**src/rtl/bw_io_ddr_impupd_ctl.sv**
```systemverilog
// Impedance/vref update scheduler for one DDR byte lane.
// Applies calibration codes to the pads only while the lane is quiet.
//
// Ports:
//   clk, reset          lane clock, async active-high reset
//   cal_vld/cal_ack     four-phase request/acknowledge from calibration
//   cal_cbu/cbd/vref    requested pull-up, pull-down and vref codes
//   oe, odt_enable      lane activity; idle when both are low
//   cbu/cbd/vrefcode    registered codes driven to the pad cells
//   upd_stall           asks the DDR controller to idle the lane
//   upd_busy            an update is in flight (state not IDLE)
//   upd_cnt             number of applied updates, wraps at 256
module bw_io_ddr_impupd_ctl #(
    parameter int QUIET_CYC = 4,
    parameter int TIMEOUT   = 64
) (
    input  logic       clk,
    input  logic       reset,
    input  logic       cal_vld,
    input  logic [7:0] cal_cbu,
    input  logic [7:0] cal_cbd,
    input  logic [7:0] cal_vref,
    output logic       cal_ack,
    input  logic       oe,
    input  logic       odt_enable,
    output logic [7:0] cbu,
    output logic [7:0] cbd,
    output logic [7:0] vrefcode,
    output logic       upd_stall,
    output logic       upd_busy,
    output logic [7:0] upd_cnt
);

    typedef enum logic [1:0] {
        IDLE,
        WAIT,
        APPLY,
        ACK
    } state_e;

    localparam logic [3:0] QLAST = 4'(QUIET_CYC - 1);
    localparam logic [7:0] TLIM  = 8'(TIMEOUT);
    localparam logic [7:0] TPRE  = 8'(TIMEOUT - 1);

    state_e     state_q;
    logic [7:0] pend_cbu_q;
    logic [7:0] pend_cbd_q;
    logic [7:0] pend_vref_q;
    logic [3:0] quiet_q;
    logic [7:0] timer_q;

    logic idle;
    logic quiet_hit;
    logic same;

    assign idle      = ~oe & ~odt_enable;
    assign quiet_hit = idle && (quiet_q == QLAST);
    assign same      = (cal_cbu == cbu) && (cal_cbd == cbd)
                    && (cal_vref == vrefcode);

    always_ff @(posedge clk or posedge reset) begin
        if (reset) begin
            state_q     <= IDLE;
            pend_cbu_q  <= 8'h00;
            pend_cbd_q  <= 8'h00;
            pend_vref_q <= 8'h00;
            quiet_q     <= 4'd0;
            timer_q     <= 8'd0;
            cbu         <= 8'h0F;
            cbd         <= 8'h0F;
            vrefcode    <= 8'h80;
            cal_ack     <= 1'b0;
            upd_stall   <= 1'b0;
            upd_busy    <= 1'b0;
            upd_cnt     <= 8'd0;
        end else begin
            unique case (state_q)
                IDLE: begin
                    if (cal_vld) begin
                        pend_cbu_q  <= cal_cbu;
                        pend_cbd_q  <= cal_cbd;
                        pend_vref_q <= cal_vref;
                        quiet_q     <= 4'd0;
                        timer_q     <= 8'd0;
                        upd_busy    <= 1'b1;
                        // Unchanged codes skip the quiet wait entirely;
                        // the acknowledge follows one edge later in ACK.
                        state_q     <= same ? ACK : WAIT;
                    end
                end
                WAIT: begin
                    timer_q <= (timer_q == TLIM) ? TLIM : timer_q + 8'd1;
                    if (quiet_hit) begin
                        // Quiet wins over a coincident timeout: no stall.
                        state_q <= APPLY;
                    end else begin
                        quiet_q <= idle ? quiet_q + 4'd1 : 4'd0;
                        if (timer_q == TPRE) begin
                            upd_stall <= 1'b1;
                        end
                    end
                end
                APPLY: begin
                    // Committed on the previous edge; lane activity
                    // arriving now does not cancel the load.
                    cbu       <= pend_cbu_q;
                    cbd       <= pend_cbd_q;
                    vrefcode  <= pend_vref_q;
                    upd_cnt   <= upd_cnt + 8'd1;
                    upd_stall <= 1'b0;
                    cal_ack   <= 1'b1;
                    state_q   <= ACK;
                end
                ACK: begin
                    if (!cal_vld) begin
                        cal_ack  <= 1'b0;
                        upd_busy <= 1'b0;
                        state_q  <= IDLE;
                    end else begin
                        cal_ack  <= 1'b1;
                    end
                end
                default: state_q <= IDLE;
            endcase
        end
    end

endmodule

```
**config.mk**
```make
export PLATFORM = sky130hd
export DESIGN_NAME = bw_io_ddr_impupd_ctl
export DESIGN_NICKNAME = d
export VERILOG_FILES = /design/src/rtl/bw_io_ddr_impupd_ctl.sv
export SDC_FILE = /design/constraint.sdc
export NUM_CORES = 1
export LEC_CHECK = 0
export ABC_AREA = 1
export BUFFER_PORTS_ARGS = -buffer_cell sky130_fd_sc_hd__buf_4
export CAP_MARGIN = 20
export CORE_AREA = 2 2 88 90
export CTS_BUF_LIST = sky130_fd_sc_hd__clkbuf_4 sky130_fd_sc_hd__clkbuf_8 sky130_fd_sc_hd__clkbuf_16
export DETAILED_ROUTE_END_ITERATION = 10
export DIE_AREA = 0 0 90 92
export PLACE_DENSITY = 0.8
export SYNTH_ARGS = -nofsm -noshare
export SYNTH_HDL_FRONTEND = slang
export SYNTH_SLANG_ARGS = --single-unit
```
**constraint.sdc**
```tcl
create_clock -name clk -period 3 [get_ports clk]
set_clock_uncertainty 0.15 [all_clocks]
set_input_delay 0.3 -clock clk [delete_from_list [all_inputs] [get_ports clk]]
set_output_delay 0.3 -clock clk [all_outputs]
set_load 0.01 [all_outputs]
```
==> results.ini, run 1 <==
[outcome]
status=complete, no violations

[clock_network]
clockBufferDepth=2
ctsHoldBuffers=0
clkTransAtPathRegs_ns=0.08
clock-root-buffer=clkbuf_8
postCtsSetupBuffers=0
htree_num_levels=3
cts_buffers=9
tritoncts=yes
clk_latency_ns=0.34
post_cts_resized=0
clock-sinks=73

[sta]
setup_slack_ns=0.965
setup_violations=0
worstMarginPinSlew_ns=0.934
maxSlewViolCount=0
totalNegativeSetupSlack_ns=0
fmax_mhz=491
hold_viol=0
period_needed_ns=2.03
maxSlewHeadroom=0.377
min_period_over_period=0.678
rsz0062_at_grt=false
whs_ns=0.0590

[die]
initial_utilization=0.479
core_area_um2=7450
fp.dieW_um=90
die_h_um=92
fp.dieArea_um2=8280
row_count=32
io_pins=64

[worst_setup_path]
rr_startpoint=state_q[0]$_DFFE_PP0P_
cp_common_cell=inv_1
cp.required_ns=3.08
arrival_ns=2.11
crit_path_end_kind=flop
start_kind=flop
crit_start=state_q[0]$_DFFE_PP0P_
rr_endpoint=upd_busy$_DFFE_PP0P_
cp_slowest_cell=nand2_1
path_buf_inv=3
r2r_slack_ns=0.97
worst-setup-path-type=flop to flop
critPathTopFamily=simple AND/OR/NAND/NOR gates
crit_chain=inv_1, ha_1, nand2_1, buf_4, nor2_1, o22ai_1, inv_1
crit_path_max_incr_delay_ns=0.46
cp_max_fo=25
ff2ff_path_depth=7

[logic_synthesis]
yosysTopAreaCell=dfrtp_1
synth.area.top_cells=dfrtp_1, nand2_1, o21ai_0
synth_top_family_by_area=simple AND/OR/NAND/NOR gates
netlist_area_um2=3570
synth_xor_area_frac=0.0368
avgSynthCellArea_um2=8.62
synth-warning-count=0
ys_types=29
synth_fa_ha_area_frac=0.0315
muxShareOfSynthArea=0.0280
synth-simple-area-share=0.205
syn_inst=414
synth-compound-area-share=0.101
syn-num-nets=452
ys_seq_area_frac=0.515
synth_top_area_frac=0.449
synth_seq_cells=73

[placement]
dp_hpwl_um=5380
place_inst=570
place_congestion=0.814
dp_slack_ns=0.979
port-buffer-count=63

[global_route]
grt_overflow=0
grt_max_degree=74
antenna_found_initial=0
grt_pass1_wl_um=12600
grt_pass1_vias=2708
grt_use_total=0.190

[pwr]
power.density_nw_per_um2=940
ir_drop_v=0.000483
p_leak_nw=2.22
power_mw=4.06

[drt]
vias_per_cell=4.82
via_count=2825
ant_nets=0
post_drt_wl_per_cell_um=12.7
firstDrtPassIters=4
drtIter0Drc=133
drc=0
routed_wl_um=7410

[layout]
diodes=0
fin_cells=586
area_delta_synth_final_pct=21.1
fin_nets=517
fillCellCount=665
drive_gt1_frac=0.248

[min_path]
hp-start=cal_cbd[5]
holdPathStages=2
hold-path-endpoint=pend_cbd_q[5]$_DFFE_PP0P_
worstHoldPathType=primary input to flop

[job]
max-cap-violations=0

==> layout make-up <==
cell class	instances	area, um^2	area share
Multi-Input combinational cell	267	1440	0.333
Inverter	62	233	0.0538
Timing Repair Buffer	66	495	0.115
Tap cell	102	128	0.0295
Clock inverter	4	45.0	0.0104
Sequential cell	73	1840	0.425
Clock buffer	12	146	0.0339
==> cell usage in the layout, fill, tap and decap left out, drive strengths merged, types with 3 or more instances in the layout <==
master / instances
nand4: 8
ha: 9
nor2: 27
nand2: 115
buf: 66
o21ai: 58
xor2: 9
nor3: 3
inv: 62
dfstp: 9
a21oi: 7
nand3: 14
clkbuf: 12
xnor2: 6
dfrtp: 64
clkinv: 3
mux2: 8
==> worst register-to-register path: stages (launching register included) <==
cell and delay, ns:
dfrtp_1 0.39, inv_1 0.11, ha_1 0.24, nand2_1 0.46
buf_4 0.35, nor2_1 0.07, o22ai_1 0.11, inv_1 0.05
==> logic make-up after synthesis <==
family | count (synthesis)
buf+inv | 74
xor+xnor | 15
simple gates | 168
mux | 9
flops | 73
compound gates | 66
fa+ha+maj | 9
==> per-layer routing <==
metal  share of wire  track usage  vias up
li1                -            -     1425
met1            0.44        0.240     1326
met2            0.49        0.313       62
met4           0.022       0.0910        0
met5               0            0        -
met3           0.042       0.0378       12
==> how the worst max path moves through the flow <==
stage                     slack, ns  depth (start not counted)                     end
after floorplan                0.71                          1     cal_ack$_DFFE_PP0P_
after global placement         1.06                          7    upd_busy$_DFFE_PP0P_
after detailed placement       0.98                          7    upd_busy$_DFFE_PP0P_
after CTS                      0.97                          7    upd_busy$_DFFE_PP0P_
after global routing           0.83                          7  upd_cnt[7]$_DFFE_PP0P_
final                          0.97                          7    upd_busy$_DFFE_PP0P_
==> synthesized netlist by cell type <==
library cell / instances
mux2_2: 8
o21ai_2: 7
a21oi_1: 6
nand3_1: 11
mux2i_1: 1
nor2_4: 1
buf_2: 4
nor3_4: 1
inv_1: 60
inv_2: 2
nand3b_4: 1
nand4_1: 8
dfstp_2: 9
xnor2_1: 6
a21oi_2: 1
buf_6: 1
ha_1: 9
nand2_2: 1
nand3_2: 3
o22ai_1: 1
buf_4: 1
xor2_1: 9
clkbuf_1: 6
o21ai_0: 51
nand2_1: 114
nor2_1: 23
nor3_1: 2
nor2_2: 3
dfrtp_1: 64
==> state kept, by name, summed over array words and instances (netlist names), 2 cells and up <==
name and count:
cbd 8, pend_cbu_q 8, upd_cnt 8, timer_q 8
state_q 2, pend_vref_q 8, cbu 8, quiet_q 4
vrefcode 8, pend_cbd_q 8
==> metrics by stage <==
stage	area [um^2]	utilization
5_1_grt	4320	0.580
3_3_place_gp	4130	0.555
4_1_cts	4320	0.580
6_report	4320	0.580
2_1_floorplan	3570	-
3_5_place_dp	4130	0.555
==> where the power goes <==
part	internal [mW]	switching [mW]
Combinational	0.667	0.942
Sequential	1.41	0.282
Clock	0.409	0.353
Total	2.49	1.58
Power figures use the tool's default switching activity.
==> inputs of run 2 (changes only) <==
Settings changed: ABC_AREA 1 to 0, CORE_AREA 2 2 88 90 to 2 2 87 89, DIE_AREA 0 0 90 92 to 0 0 89 91, PLACE_DENSITY 0.8 to 0.83.
Clock period 3 ns to 1.8 ns, I/O delays scaled along.
==> run 2 against run 1 <==
Hold slack barely moved. Combinational power rose by 120%. Clock power rose by 77%. First-iteration DRC count rose by 5.3%. Worst setup slack got worse by 0.95 ns. Non-clock buffer count rose by 43. Final area rose by 10%. Sequential share of layout area fell by 3.9 points. Via count fell by 5.9%. Critical path type unchanged. Largest cell class unchanged. Largest power group is now combinational logic.
==> results.ini, run 2 <==
[logic_synthesis]
netlist_area_um2=3470  ; -2.8%
yosys-top-cells-count=dfrtp_1, mux2_2, xnor2_1
synth_edf_count=0  ; unchanged
synth-warning-count=0  ; unchanged
async_reset_ff_frac=1.00  ; unchanged
yosysTopAreaCell=dfrtp_1
ys_seq_area_frac=0.530  ; +0.0149
syn-num-nets=319  ; -29%
yosysMostFrequentCell=dfrtp_1
synth_top_area_frac=0.462  ; +0.0129
synth.area.top_cells=dfrtp_1, mux2_2, xnor2_1
synth_flop_cell=dfrtp_1
synth_seq_cells=73  ; unchanged
ys_types=42  ; +45%
avgSynthCellArea_um2=12.3  ; +43%
syn_inst=281  ; -32%

[drt]
routed_wl_um=8170  ; +10%
drtIter0Drc=140  ; +5.3%
via_count=2657  ; -5.9%
ant_nets=0  ; unchanged
post_drt_wl_per_cell_um=16.5  ; +30%
firstDrtPassIters=4  ; unchanged
vias_per_cell=5.36  ; +11%
drc=0  ; unchanged

[sta]
fmax_mhz=559  ; +14%
rsz0062_at_grt=true
maxSlewViolCount=0  ; unchanged
setup_violations=0  ; unchanged
min_period_over_period=0.994  ; +0.316
worstMarginPinSlew_ns=0.380  ; -0.555 ns
maxSlewHeadroom=0.747  ; +0.370
period_needed_ns=1.79  ; -0.245 ns
hold_viol=0  ; unchanged
setup_slack_ns=0.0106  ; -0.955 ns

[pwr]
power.share.combinational=0.446  ; +0.050
power.density_nw_per_um2=1670  ; +77%
p_sw_mw=2.76  ; +75%
power_mw=7.94  ; +95%
ir_drop_v=0.000955  ; +98%
internal_power_mw=5.18  ; +110%
pwr-share-clk=0.170  ; -0.017
sequentialPowerShare=0.385  ; -0.032
p_sw_frac=0.347  ; -0.0410
p_leak_nw=2.06  ; -7.3%

[layout]
drive_gt1_frac=0.458  ; +0.211
area_delta_synth_final_pct=37.3
postLayoutCellArea_um2=4760  ; +10%
fin_nets=430  ; -17%
diodes=0  ; unchanged
final_cell_mix=buf_4, dfrtp_1, mux2_2
layout_commonest_cell=buf_4

[die]
fp.dieArea_um2=8100  ; -2.2%
die_h_um=91  ; -1.1%
core_area_um2=7140  ; -4.2%
fp.dieW_um=89  ; -1.1%
row_count=31  ; -3.1%
initial_utilization=0.486  ; +0.00682
io_pins=64  ; unchanged

[placement]
dp_hpwl_um=5200  ; -3.4%
port-buffer-count=63  ; unchanged
dp_slack_ns=-0.0409  ; -1.02 ns
place_congestion=0.900  ; +11%
place_area_um2=4200  ; +1.8%

[outcome]
status=complete, no violations

[global_route]
antenna_found_initial=0  ; unchanged
grt_pass1_vias=2776  ; +2.5%
grt_pass1_wl_um=13400  ; +6.4%
grt_max_degree=74  ; unchanged
grt_use_total=0.214  ; +0.0241
grt_overflow=0  ; unchanged

[job]
max-cap-violations=0  ; unchanged

[worst_setup_path]
arrival_ns=1.91  ; -0.20 ns
start_kind=flop
rr_endpoint=state_q[1]$_DFFE_PP0P_
crit_path_end_kind=flop
cp.required_ns=1.92  ; -1.16 ns
cp_max_fo=5  ; -80%
worst-setup-path-type=flop to flop
r2r_slack_ns=0.01  ; -0.95 ns
ff2ff_path_depth=6  ; -1
rr_startpoint=state_q[0]$_DFFE_PP0P_

[min_path]
worstHoldPathType=primary input to flop
hold-path-endpoint=timer_q[2]$_DFFE_PP0P_
holdPathStages=3  ; +1
hp-start=cal_vld

[clock_network]
htree_num_levels=3  ; unchanged
tritoncts=yes
cts_buffers=9  ; unchanged
clk_latency_ns=0.35  ; about the same
clock-root-buffer=clkbuf_8
clockBufferDepth=2  ; unchanged
clock-sinks=73  ; unchanged
clkTransAtPathRegs_ns=0.07  ; about the same

## run 2: logic make-up (layout without fill, tap and decap cells)
group / count (synthesis) / in the layout / synth area share
multiplexers: 53 / 53 / 0.171
adder cells (fa/ha/maj): 9 / 9 / 0.0325
buffers and inverters: 18 / 134 / 0.0213
AO/OA/AOI/OAI: 37 / 37 / 0.0707
flip-flops: 73 / 73 / 0.530
XOR/XNOR: 31 / 31 / 0.0783
AND/OR/NAND/NOR: 60 / 60 / 0.0966
## run 2: worst max-delay path: stages (launching register included)
cell and delay, ns:
dfrtp_2 0.41, inv_2 0.07, ha_2 0.21, or2b_4 0.22
o2111ai_4 0.09, or4_1 0.42, o21ai_1 0.14
## run 2: power by group through the flow
stage	combinational (mW)	clock, mW	sequential (mW)
floorplan	1.88	0	3.08
global placement	3.17	0	2.97
detailed placement	3.29	0	3.04
CTS	3.37	1.35	3.02
global route	3.83	1.43	3.15
finish	3.54	1.35	3.05
## run 2: layer usage
metal,global-route usage,part of all wire
met2,0.368,0.52
met5,0,0
met1,0.263,0.42
met3,0.0409,0.047
met4,0.0759,0.018
## run 2: worst max-delay path by stage
stage	startpoint	endpoint	slack (ns)
2_1_floorplan	state_q[0]$_DFFE_PP0P_	pend_cbd_q[0]$_DFFE_PP0P_	0.003
3_3_place_gp	state_q[0]$_DFFE_PP0P_	state_q[1]$_DFFE_PP0P_	0.05
6_report	state_q[0]$_DFFE_PP0P_	state_q[1]$_DFFE_PP0P_	0.01
5_1_grt	state_q[1]$_DFFE_PP0P_	state_q[1]$_DFFE_PP0P_	-0.04
4_1_cts	quiet_q[1]$_DFFE_PP0P_	state_q[1]$_DFFE_PP0P_	0.007
3_5_place_dp	state_q[1]$_DFFE_PP0P_	quiet_q[3]$_DFFE_PP0P_	-0.04
## run 2: repair_timing
item / 4_1_cts / 5_1_grt
hold endpoints to repair: 88 / 0
gates cloned: 0 / 1
hold buffers: 25 / 0
endpoints found under the setup margin: 4 / 13
gates resized for setup: 4 / 14
pin swaps: 0 / 3
buffers inserted: 0 / 4
## run 2: final cells by class
class	count	area [um^2]
clock buffer	13	166
clock inverter	3	40.0
fill	527	2370
inverter	9	37.5
multi-input combinational	190	1640
sequential	73	1840
tap	99	124
timing repair buffer	109	920
## run 2: metrics by stage
step	utilization	hold WS (ns)	setup TNS [ns]	cells
floorplan	-	0.181	0	281
global placement	0.589	0.160	0	450
detailed placement	0.589	0.166	-0.0429	450
CTS	0.655	0.0367	0	491
global route	0.668	0.0620	-0.220	496
finish	0.668	0.0591	0	496
